==> src/rtl/spi_ram_pkg.sv <==
// Shared opcodes and FSM encoding for the SPI-attached burst RAM.
package spi_ram_pkg;

  localparam logic [1:0] OP_SET_WR = 2'b00;
  localparam logic [1:0] OP_WRITE  = 2'b01;
  localparam logic [1:0] OP_SET_RD = 2'b10;
  localparam logic [1:0] OP_READ   = 2'b11;

  typedef enum logic [1:0] {
    IDLE  = 2'd0,
    FETCH = 2'd1,
    HOLD  = 2'd2
  } state_t;

endpackage

==> src/rtl/spi_ram_burst_sp_mem.sv <==
// Single-port word array: synchronous write, registered read that resets to 0.
// Out-of-range addresses drop writes and read back as 0.
module spi_ram_sp_mem #(
  parameter int DATA_W    = 8,
  parameter int ADDR_W    = 8,
  parameter int MEM_DEPTH = 256
) (
  input  logic              clk,
  input  logic              rst_n,
  input  logic              we_i,
  input  logic [ADDR_W-1:0] waddr_i,
  input  logic [DATA_W-1:0] wdata_i,
  input  logic              re_i,
  input  logic [ADDR_W-1:0] raddr_i,
  output logic [DATA_W-1:0] rdata_o
);

  localparam int IDX_W = (MEM_DEPTH > 1) ? $clog2(MEM_DEPTH) : 1;

  logic [DATA_W-1:0] mem_q [MEM_DEPTH];
  logic [DATA_W-1:0] rdata_q;
  logic              w_in_range;
  logic              r_in_range;

  assign w_in_range = int'(waddr_i) < MEM_DEPTH;
  assign r_in_range = int'(raddr_i) < MEM_DEPTH;

  // Contents are deliberately left unreset.
  always_ff @(posedge clk) begin
    if (we_i && w_in_range) begin
      mem_q[waddr_i[IDX_W-1:0]] <= wdata_i;
    end
  end

  always_ff @(posedge clk) begin
    if (!rst_n) begin
      rdata_q <= '0;
    end else if (re_i) begin
      rdata_q <= r_in_range ? mem_q[raddr_i[IDX_W-1:0]] : '0;
    end
  end

  assign rdata_o = rdata_q;

endmodule

==> src/rtl/spi_ram_burst.sv <==
// Command decoder, burst address counters and read-return FSM for the SPI RAM.
// Optional sticky protocol error output enabled by SPI_RAM_ERR_EN.
module spi_ram_burst
  import spi_ram_pkg::*;
#(
  parameter int DATA_W    = 8,
  parameter int ADDR_W    = 8,
  parameter int MEM_DEPTH = 256
) (
  input  logic              clk,
  input  logic              rst_n,
  input  logic [DATA_W+1:0] din,
  input  logic              rx_valid,
  output logic              rx_ready,
  output logic [DATA_W-1:0] dout,
  output logic              tx_valid,
  input  logic              tx_ready,
  output logic [1:0]        state_o
`ifdef SPI_RAM_ERR_EN
  ,
  output logic              err
`endif
);

  localparam logic [ADDR_W-1:0] LAST_ADDR = ADDR_W'(MEM_DEPTH - 1);

  state_t            state_q;
  logic [ADDR_W-1:0] wr_addr_q;
  logic [ADDR_W-1:0] rd_addr_q;
  logic              rx_ready_q;
  logic              tx_valid_q;

  logic [1:0]        opcode;
  logic [DATA_W-1:0] payload;
  logic              accept;
  logic              mem_we;
  logic              mem_re;

  // Handshakes: a word moves on rx when rx_valid && rx_ready at a rising edge,
  // and on tx when tx_valid && tx_ready; a source holds its data until taken.
  assign opcode  = din[DATA_W+1:DATA_W];
  assign payload = din[DATA_W-1:0];
  assign accept  = rx_valid && rx_ready_q;
  assign mem_we  = accept && (opcode == OP_WRITE);
  assign mem_re  = (state_q == FETCH);

  // Wraps at MEM_DEPTH-1 even when the register could count further.
  function automatic logic [ADDR_W-1:0] addr_inc(input logic [ADDR_W-1:0] a);
    return (a == LAST_ADDR) ? '0 : a + ADDR_W'(1);
  endfunction

  always_ff @(posedge clk) begin
    if (!rst_n) begin
      state_q    <= IDLE;
      wr_addr_q  <= '0;
      rd_addr_q  <= '0;
      rx_ready_q <= 1'b1;
      tx_valid_q <= 1'b0;
    end else begin
      case (state_q)
        IDLE: begin
          if (accept) begin
            case (opcode)
              OP_SET_WR: wr_addr_q <= payload[ADDR_W-1:0];
              OP_WRITE:  wr_addr_q <= addr_inc(wr_addr_q);
              OP_SET_RD: rd_addr_q <= payload[ADDR_W-1:0];
              default: begin
                state_q    <= FETCH;
                rx_ready_q <= 1'b0;
              end
            endcase
          end
        end
        FETCH: begin
          tx_valid_q <= 1'b1;
          rd_addr_q  <= addr_inc(rd_addr_q);
          state_q    <= HOLD;
        end
        HOLD: begin
          if (tx_ready) begin
            tx_valid_q <= 1'b0;
            rx_ready_q <= 1'b1;
            state_q    <= IDLE;
          end
        end
        default: begin
          state_q    <= IDLE;
          rx_ready_q <= 1'b1;
          tx_valid_q <= 1'b0;
        end
      endcase
    end
  end

  spi_ram_sp_mem #(
    .DATA_W    (DATA_W),
    .ADDR_W    (ADDR_W),
    .MEM_DEPTH (MEM_DEPTH)
  ) u_mem (
    .clk     (clk),
    .rst_n   (rst_n),
    .we_i    (mem_we),
    .waddr_i (wr_addr_q),
    .wdata_i (payload),
    .re_i    (mem_re),
    .raddr_i (rd_addr_q),
    .rdata_o (dout)
  );

  assign rx_ready = rx_ready_q;
  assign tx_valid = tx_valid_q;
  assign state_o  = state_q;

`ifdef SPI_RAM_ERR_EN
  logic wr_set_q;
  logic rd_set_q;
  logic err_q;

  // Commands still execute when flagged; err only records the misuse.
  always_ff @(posedge clk) begin
    if (!rst_n) begin
      wr_set_q <= 1'b0;
      rd_set_q <= 1'b0;
      err_q    <= 1'b0;
    end else begin
      if (accept && (opcode == OP_SET_WR)) wr_set_q <= 1'b1;
      if (accept && (opcode == OP_SET_RD)) rd_set_q <= 1'b1;
      if ((accept && (opcode == OP_WRITE) && !wr_set_q) ||
          (accept && (opcode == OP_READ) && !rd_set_q) ||
          (rx_valid && !rx_ready_q)) begin
        err_q <= 1'b1;
      end
    end
  end

  assign err = err_q;
`endif

endmodule

==> config.mk <==
export PLATFORM = sky130hd
export DESIGN_NAME = spi_ram_burst
export DESIGN_NICKNAME = d
export VERILOG_FILES = /design/src/rtl/spi_ram_pkg.sv /design/src/rtl/spi_ram_burst_sp_mem.sv /design/src/rtl/spi_ram_burst.sv
export SDC_FILE = /design/constraint.sdc
export NUM_CORES = 2
export LEC_CHECK = 0
export CAP_MARGIN = 5
export CORE_MARGIN = 4
export CORE_UTILIZATION = 52
export DETAILED_ROUTE_END_ITERATION = 7
export DONT_BUFFER_PORTS = 1
export MAX_ROUTING_LAYER = met4
export PLACE_DENSITY = 0.81
export SLEW_MARGIN = 20
export SYNTH_ARGS = -nofsm -noshare
export SYNTH_HDL_FRONTEND = slang
export SYNTH_SLANG_ARGS = --single-unit
==> constraint.sdc <==
create_clock -name clk -period 2.2 [get_ports clk]
set_input_delay 0.33 -clock clk [delete_from_list [all_inputs] [get_ports clk]]
set_output_delay 0.33 -clock clk [all_outputs]
set_load 0.1 [all_outputs]
==> flow_summary.toml <==
[status]
status = "finished with violations"
violations = "hold timing, setup timing"

[yosys]
synthAdderAreaFrac = 0.000774
synth_compound_area_frac = 0.0312
muxShareOfSynthArea = 0.160
synthSimpleGateAreaFrac = 0.0252
avgSynthCellArea_um2 = 21.2
syn_nets = 3836
synthFlopType = "edfxtp_1"
synth_edf_count = 2048
synth_top_family_by_area = "multiplexers"
async_flop_share = 0
synth_cell_types = 54
yosysWarnings = 0
synth-seq-area-share = 0.767
ys_ff_latch = 2076
synth_area_um2 = 80900
synth-xor-area-share = 0.000217
syn_inst = 3817

[clocking]
clk_pin_slew_worst_paths_ns = 0.07
cts_tree = "done"
clock_sink_count = 2076
h-tree-depth = 4
insertion_delay_ns = 0.87
ctsRootBufferMaster = "clkbuf_16"
cts-buffers-inserted = 191
clk_path_buf_depth = 3

[timing]
fmax_mhz = 344
drv_slew = 0
tightest_slew_ns = 0.944
setup_viol = 21
hold_violations = 1605
period_share = 1.32
finClkSkew_ns = 0.0475
finalHoldWorstSlack_ns = -0.411
rsz0062_at_grt = "yes"
relSlewSlack = 0.371
finalCriticalPeriod_ns = 2.91
fin_ws_ns = -0.708

[final_layout]
final_common_cell = "edfxtp_1"
final_cell_mix = "edfxtp_1, buf_4, mux4_2"
nets = 4501
syn2layout_area_growth_pct = 19.0
drive_above_1_share = 0.356
final_util = 0.624

[setup_path]
worstSetupEndpointType = "flip-flop"
worstSetupPathType = "flip-flop to flip-flop"
worstPathMaxFanout = 8
startpoint_type = "flip-flop"
cp_data_arrival_time_ns = 3.61
cp.required_ns = 2.90

[job]
cap_violations = 0

[drt]
drt-vias-per-instance = 6.73
initialDrtViolationCount = 7349
wl_um = 221000
dr.pass1.iters = 6
via_count = 45100
ant_nets = 0
wire_per_inst_um = 33.1
drc = 0

[pwr]
ir_worst_vdd_v = 0.000761
powerDensity_nw_per_um2 = 849
p_total_w = 0.0817
p_leak_nw = 30.3

[grt]
globalRouteOverflowTotal = 0
grt_pass1_vias = 45200
grt_pass1_wl_um = 318000
use_met3 = 0.0632
grt_usage = 0.278
antenna_found_initial = 4
grt_busiest_layer = "met2"
grt_max_degree = 259
grtUsageMet2 = 0.429
grt_util_met1 = 0.345

[floorplanning]
row_count = 144
die_width_um = 402
dieHeight_um = 402
io_pins = 26
dieArea_um2 = 162000
core_um2 = 154000
start_util = 0.524

[placed_design]
hpwl_um = 116000
place_ws_ns = -0.935
gp_congestion = 0.920
io_buffers = 0

[hold_path]
hp-class = "input port to flip-flop"
## critical path: stages (launching register included)
cell and delay (ns):
dfxtp_4 0.43, buf_12 0.13, buf_16 0.18, buf_16 0.16, buf_8 0.16, mux4_2 0.56
nor2b_1 0.19, a211oi_2 0.31, o32ai_1 0.15, a21boi_2 0.30, o32ai_1 0.16
## stage by stage
step | std cells | setup TNS (ns) | cell area [µm²]
after floorplan | 3817 | -107.92 | 80900
after detailed placement | 6248 | -7.58 | 87700
after CTS | 6676 | -4.73 | 95700
final | 6693 | -5.83 | 96300
after global placement | 6248 | -7.20 | 87700
after global routing | 6691 | -5.99 | 96300
## cell type report
cell class                      count  area, µm²
Antenna cell                        5       12.5
Inverter                           18       67.6
Timing Repair Buffer              705       6830
Clock buffer                      250       5090
Fill cell                        9484      58000
Tap cell                         2044       2560
Clock inverter                    105       1060
Sequential cell                  2076      62100
Multi-Input combinational cell   1490      18600
## registers in the layout, indices dropped and copies added, names as in the netlist
signal / count
rd_addr_q: 8
u_mem.rdata_o: 8
state_o: 2
rx_ready: 1
u_mem.mem_q: 2048
wr_addr_q: 8
tx_valid: 1
## cells by family (layout without fill, tap and decap cells)
| logic type | Yosys count | after routing |
|---|---|---|
| fa+ha+maj | 5 | 5 |
| mux | 665 | 665 |
| simple gates | 474 | 474 |
| other cells | 0 | 5 |
| flops | 2076 | 2076 |
| xor+xnor | 2 | 2 |
| buf+inv | 251 | 1078 |
| compound gates | 344 | 344 |
## per-layer routing
| layer | share of wire | routed length, µm |
|---|---|---|
| met5 | 0 | 0 |
| met4 | 0.067 | 14900 |
| met3 | 0.12 | 26000 |
| met2 | 0.49 | 108000 |
| met1 | 0.33 | 72900 |
## worst paths after layout
kind / startpoint / end / slack (ns) / cells past startpoint
max: rd_addr_q[0] / u_mem.rdata_o[0] / -0.71 / 10
min: din[0] / u_mem.mem_q[170][0] / -0.41 / 0
max reg2reg: rd_addr_q[0] / u_mem.rdata_o[0] / -0.71 / 10
min reg2reg: tx_valid / tx_valid / 0.56 / 2
## power by group
part | internal (W) | switching, W | total (W) | leakage (nW)
clock network | 0.0182 | 0.0149 | 0.0331 | 3.00
logic | 0.00248 | 0.00264 | 0.00511 | 8.63
registers | 0.0434 | 0.0000508 | 0.0435 | 18.6
total | 0.0641 | 0.0175 | 0.0817 | 30.3
## Yosys cell counts, types with 33 or more instances
cell type | count | area share
mux4_2 | 494 | 0.14
buf_2 | 58 | 0.0036
nor2_1 | 282 | 0.013
nand2_1 | 74 | 0.0034
o22ai_1 | 46 | 0.0036
o221ai_1 | 39 | 0.0042
edfxtp_1 | 2048 | 0.76
buf_1 | 33 | 0.0015
mux2i_1 | 113 | 0.014
mux2_2 | 58 | 0.0081
clkbuf_1 | 99 | 0.0046
nor2b_1 | 43 | 0.0033
a211oi_1 | 40 | 0.0037
o21ai_0 | 39 | 0.0024
## what timing repair did
item                                    in CTS  in global routing
gates resized for setup                    198                 98
buffers inserted                            36                 21
pin swaps                                   47                 45
endpoints found under the setup margin     170               1524
hold buffers                                26                  1
cloned                                      15                  2
endpoints found under the hold margin     2072               2041
(Power assumes the default switching activity.)
